$ cat src/rtl/drive_arbiter.sv
// drive_arbiter: turns target direction/distance, audio events and IR remote
// codes into a debounced 3-bit drive command. The command is offered to the
// motor controller over a valid/ready handshake.
module drive_arbiter #(
    parameter int          FOV                 = 25,
    parameter int          FAST_LEFT_MAX       = 6,
    parameter int          LEFT_MAX            = 8,
    parameter int          STRAIGHT_MAX        = 16,
    parameter int          RIGHT_MAX           = 19,
    parameter int          STOP_DISTANCE       = 20,
    parameter int          AMPLITUDE_THRESHOLD = 4,
    parameter int          MAX_CLAP_PITCH      = 4,
    parameter int          MIN_WHISTLE_PITCH   = 12,
    parameter logic [31:0] IR_GO_CODE          = 32'h00FF_629D,
    parameter logic [31:0] IR_STOP_CODE        = 32'h00FF_A857,
    parameter int          HOLD_CYCLES         = 4
) (
    input  logic                 clk,
    input  logic                 rst_n,
    input  logic                 no_red,
    input  logic [$clog2(FOV):0] detected_direction,
    input  logic [7:0]           average_distance,
    input  logic [3:0]           pitch,
    input  logic [3:0]           amplitude,
    input  logic                 ir_valid,
    input  logic [31:0]          ir_command,
    input  logic                 ready,
    output logic [2:0]           drive_command,
    output logic                 valid,
    output logic                 armed
);

    localparam int DIR_W = $clog2(FOV) + 1;
    localparam int CNT_W = $clog2(HOLD_CYCLES + 1);

    typedef enum logic [2:0] {
        CMD_STOP       = 3'd0,
        CMD_FAST_LEFT  = 3'd1,
        CMD_LEFT       = 3'd2,
        CMD_STRAIGHT   = 3'd3,
        CMD_RIGHT      = 3'd4,
        CMD_FAST_RIGHT = 3'd5
    } cmd_t;

    // Thresholds resized once so every comparison below is width-matched and unsigned.
    localparam logic [DIR_W-1:0] FL_LIM      = DIR_W'(FAST_LEFT_MAX);
    localparam logic [DIR_W-1:0] L_LIM       = DIR_W'(LEFT_MAX);
    localparam logic [DIR_W-1:0] S_LIM       = DIR_W'(STRAIGHT_MAX);
    localparam logic [DIR_W-1:0] R_LIM       = DIR_W'(RIGHT_MAX);
    localparam logic [7:0]       STOP_LIM    = 8'(STOP_DISTANCE);
    localparam logic [3:0]       AMP_LIM     = 4'(AMPLITUDE_THRESHOLD);
    localparam logic [3:0]       CLAP_LIM    = 4'(MAX_CLAP_PITCH);
    localparam logic [3:0]       WHISTLE_LIM = 4'(MIN_WHISTLE_PITCH);
    localparam logic [CNT_W-1:0] HOLD        = CNT_W'(HOLD_CYCLES);
    localparam logic [CNT_W-1:0] CNT_ONE     = CNT_W'(1);

    logic             r_armed;
    cmd_t             r_pending;
    logic [CNT_W-1:0] r_count;
    cmd_t             r_committed;
    cmd_t             r_accepted;
    cmd_t             r_drive_command;
    logic             r_valid;

    logic             w_loud;
    logic             w_disarm;
    logic             w_arm;
    cmd_t             w_candidate;
    logic [CNT_W-1:0] w_count_next;
    logic             w_commit;

    // Audio and IR event decode; a disarm request always outranks an arm request.
    assign w_loud   = amplitude > AMP_LIM;
    assign w_disarm = (w_loud && (pitch < CLAP_LIM)) ||
                      (ir_valid && (ir_command == IR_STOP_CODE));
    assign w_arm    = (w_loud && (pitch > WHISTLE_LIM)) ||
                      (ir_valid && (ir_command == IR_GO_CODE));

    // Arm state register.
    // NOTE: sequential state uses non-blocking assignments so every register
    // samples pre-edge values regardless of process evaluation order.
    always_ff @(posedge clk or negedge rst_n) begin
        if (!rst_n) begin
            r_armed <= 1'b0;
        end else if (w_disarm) begin
            r_armed <= 1'b0;
        end else if (w_arm) begin
            r_armed <= 1'b1;
        end
    end

    // Candidate command from the registered arm state, distance and direction zone.
    // NOTE: every always_comb output gets a default first, so no path can infer a latch.
    always_comb begin
        w_candidate = CMD_STOP;
        if (!r_armed || no_red || (average_distance < STOP_LIM)) begin
            w_candidate = CMD_STOP;
        end else if (detected_direction < FL_LIM) begin
            w_candidate = CMD_FAST_LEFT;
        end else if (detected_direction < L_LIM) begin
            w_candidate = CMD_LEFT;
        end else if (detected_direction < S_LIM) begin
            w_candidate = CMD_STRAIGHT;
        end else if (detected_direction < R_LIM) begin
            w_candidate = CMD_RIGHT;
        end else begin
            w_candidate = CMD_FAST_RIGHT;
        end
    end

    // Run-length of the current candidate; a change restarts the run at one sample.
    always_comb begin
        w_count_next = CNT_ONE;
        if (w_candidate == r_pending) begin
            w_count_next = (r_count == HOLD) ? HOLD : (r_count + CNT_ONE);
        end
    end

    // Stop bypasses the debounce for safety; other commands need a full run.
    // Re-committing the same value once saturated is harmless.
    assign w_commit = (w_candidate == CMD_STOP) || (w_count_next == HOLD);

    // Debounce registers: pending candidate, its run length and the committed command.
    always_ff @(posedge clk or negedge rst_n) begin
        if (!rst_n) begin
            r_pending   <= CMD_STOP;
            r_count     <= '0;
            r_committed <= CMD_STOP;
        end else begin
            r_pending <= w_candidate;
            r_count   <= w_count_next;
            if (w_commit) begin
                r_committed <= w_candidate;
            end
        end
    end

    // Handshake: offer the committed command when it differs from the last
    // accepted one, and hold the offer stable until the consumer takes it.
    always_ff @(posedge clk or negedge rst_n) begin
        if (!rst_n) begin
            r_drive_command <= CMD_STOP;
            r_valid         <= 1'b0;
            r_accepted      <= CMD_STOP;
        end else if (r_valid) begin
            if (ready) begin
                r_accepted <= r_drive_command;
                r_valid    <= 1'b0;
            end
        end else if (r_committed != r_accepted) begin
            r_drive_command <= r_committed;
            r_valid         <= 1'b1;
        end
    end

    assign drive_command = r_drive_command;
    assign valid         = r_valid;
    assign armed         = r_armed;

endmodule

$ cat config.mk
export PLATFORM = sky130hd
export DESIGN_NAME = drive_arbiter
export DESIGN_NICKNAME = d
export VERILOG_FILES = /design/src/rtl/drive_arbiter.sv
export SDC_FILE = /design/constraint.sdc
export NUM_CORES = 1
export LEC_CHECK = 0
export CAP_MARGIN = 0
export CORE_MARGIN = 4
export CORE_UTILIZATION = 39
export DETAILED_ROUTE_END_ITERATION = 10
export PLACE_DENSITY = 0.85
export SYNTH_ARGS = -nofsm -noshare
export SYNTH_HDL_FRONTEND = slang
export SYNTH_SLANG_ARGS = --single-unit
$ cat constraint.sdc
create_clock -name clk -period 5.1 [get_ports clk]
set_input_delay 0.765 -clock clk [delete_from_list [all_inputs] [get_ports clk]]
set_output_delay 0.765 -clock clk [all_outputs]
set_load 0.01 [all_outputs]
==> impl_metrics.yaml <==
status:
  status: "complete, no violations"
sta:
  whs_ns: 0.529
  finalSetupViolCount: 0
  fin_crit_sh: 0.531
  hold_viol_final: 0
  slew_headroom: 0.512
  period_minus_slack_ns: 2.71
  rsz0062_at_grt: "no"
  fin_skew_ns: 0.00841
  fmaxAchievable_ghz: 0.369
  worstMarginPinSlew_ns: 0.729
  slew_violations: 0
  tns_ns: 0
routing:
  wl_met1_um: 934
  top_layer_used: "met3"
  wl_per_cell_um: 14.2
  wl_met2_um: 1450
  via_per_inst: 5.38
  route.vias.total: 1022
  postRouteAntennaNets: 0
  wl_met3_um: 315
  drt_wl_total_um: 2700
  drc: 0
  first_iter_violations: 11
  drt_first_pass_iters: 4
yosys:
  syn_area_um2: 1020
  synth_edf_count: 0
  synth_ff_type: "dfrtp_1"
  synthCells: 95
  synth_nets: 156
  yosysWarningCount: 0
  synth.distinct_cells: 39
  post_synth_main_area_contributors: "dfrtp_1 (42%), mux2_2 (6.6%), xor2_1 (3.4%)"
  seq_area_frac_synth: 0.418
  synth.largest_area_cell: "dfrtp_1"
  synthArstFlopShare: 1.00
  post-synth-top-area-fraction: 0.418
  synth_area_per_cell_um2: 10.7
  ys_ff_latch: 17
setup_path:
  slowest_delay_ns: 0.54
  r2r-start: "r_pending[2]"
  critical_path.cell_chain: "clkdlybuf4s50_1 > or4b_1 > o22a_1 > o32a_2 > a211oi_4 > a21oi_1 > a311oi_1"
  crit_start: "detected_direction[4]"
  ff2ff_path_depth: 6
  cp_max_fo: 7
  arrival_ns: 2.89
  endpoint_kind: "register"
  critPathLaunchType: "input pin"
  critPathSlowestCell: "or4b_1"
  reg2reg_to: "r_committed[2]"
  crit_type: "in -> reg"
  reg2reg_slack_ns: 3.05
  cp.required_ns: 5.28
global_routing:
  grt_pass1_wl_um: 4380
  grt_overflow: 0
  grt.total_usage: 0.161
  antenna_found_initial: 0
  grt_pass1_vias: 1157
  grt_max_degree: 18
power_and_ir_drop:
  clockPowerShare: 0.171
  sequentialPowerShare: 0.426
  p_sw_frac: 0.310
  p_leak_nw: 0.717
  switchingPower_uw: 125
  p_per_area_nw_per_um2: 239
  vdd_ir_drop_max_v: 0.000172
  pwr-share-comb: 0.403
  p_int_uw: 279
floorplan:
  coreArea_um2: 2480
  num_io_pins: 64
  die_h_um: 59.1
  core.rowCount: 18
  fp.dieW_um: 59.1
  initial_utilization: 0.411
  fp.dieArea_um2: 3490
cts:
  cts_buffers: 3
  cts_post_setup_buffers_inserted: 0
  clock-sinks: 17
  cts_buffer_depth: 2
  h-tree-depth: 1
  cts_resized: 0
  clock-root-buffer: "clkbuf_4"
  clk_latency_ns: 0.28
  clk_pin_slew_ns: 0.10
  ctsHoldBuffers: 0
  cts_tree: "done"
place:
  io_buffers: 61
  routabilityCongestion: 0.768
  dp_hpwl_um: 2450
  placed_area_um2: 1670
min_path:
  whs_endpoint: "r_accepted[0]"
  hold_class: "reg -> reg"
  min_from: "drive_command[0]"
  hold_depth: 1
layout:
  syn_to_final_growth_pct: 66.3
  nNetsFinal: 222
  fill_cells: 209
  drive_gt1_frac: 0.0875
  finalInstanceArea_um2: 1690
  final_util: 0.683
  num_antenna_cells: 0
run:
  drv_cap: 0
## cell type report
type                            count  area [µm²]  area share
Sequential cell                    17         425       0.251
Clock buffer                        4        26.3      0.0155
Inverter                            3        11.3     0.00666
Timing Repair Buffer               61         611       0.361
Multi-Input combinational cell     75         581       0.343
Tap cell                           30        37.5      0.0222
## cells in the mapped netlist (all sizes together) (2+ instances only)
cell type,instances
nand2,8
nor4b,2
xor2,4
o21ai,4
a21oi,6
mux2,7
a311oi,2
dfrtp,17
nor3,4
inv,3
and4b,2
ha,2
nand3,2
nor4,3
a211oi,2
nor2,4
nand2b,3
## layer usage
layer,up-vias,track usage
li1,495,-
met4,0,0.0356
met5,-,0
met3,0,0.0654
met2,50,0.314
met1,477,0.156
## critical path: cells and delay by family
family	cells	cell delay [ns]
and+or+nand+nor	1	0.54
AOI/OAI and AO/OA	5	1.08
buffers and inverters	1	0.50
## cell families (layout without fill, tap and decap cells)
logic type | Yosys count | after routing | share of synthesized area
AOI/OAI and AO/OA | 24 | 24 | 0.185
xor gates and xnor gates | 5 | 5 | 0.0615
adders and majority gates | 2 | 2 | 0.0246
buffers and inverters | 3 | 68 | 0.0111
DFF | 17 | 17 | 0.418
muxes | 8 | 8 | 0.0873
and+or+nand+nor | 36 | 36 | 0.213
## power groups by stage
| stage | Clock [mW] | Combinational, mW | Sequential, mW |
|---|---|---|---|
| floorplan | 0 | 0.0865 | 0.173 |
| global placement | 0 | 0.156 | 0.173 |
| detailed placement | 0 | 0.164 | 0.175 |
| CTS | 0.0700 | 0.164 | 0.172 |
| global route | 0.0774 | 0.177 | 0.175 |
| finish | 0.0689 | 0.163 | 0.172 |
## registers in the layout, indices dropped and copies added (netlist names)
register	flops
valid	1
armed	1
r_accepted	3
r_committed	3
drive_command	3
r_count	3
r_pending	3
## stage by stage
stage	power, mW	setup slack (ns)	std cells
2_1_floorplan	0.260	2.76	95
6_report	0.404	2.39	190
5_1_grt	0.430	2.31	190
3_3_place_gp	0.329	2.19	186
3_5_place_dp	0.339	2.10	186
4_1_cts	0.407	2.39	190
## placed cells by master (no fill, tap or decap), types with 2 or more instances in the layout
master | netlist | routed
o21ai_0 | 4 | 4
a21oi_1 | 6 | 6
mux2_2 | 6 | 6
nand2b_1 | 3 | 3
a311oi_1 | 2 | 2
clkdlybuf4s50_1 | 0 | 61
dfrtp_1 | 17 | 17
nor3_1 | 4 | 4
nor2_1 | 4 | 4
nor4_1 | 3 | 3
nand2_1 | 8 | 8
clkbuf_4 | 0 | 3
inv_1 | 3 | 3
nor4b_1 | 2 | 2
nand3_1 | 2 | 2
ha_1 | 2 | 2
xor2_1 | 4 | 4
and4b_1 | 2 | 2
## worst max path at each step
stage | end | slack [ns] | depth (start not counted)
CTS | r_committed[2] | 2.39 | 7
global route | r_committed[2] | 2.31 | 7
detailed placement | r_committed[2] | 2.10 | 7
floorplan | r_committed[0] | 2.76 | 6
global placement | r_committed[0] | 2.19 | 7
finish | r_committed[2] | 2.39 | 7
(Power assumes the default switching activity.)
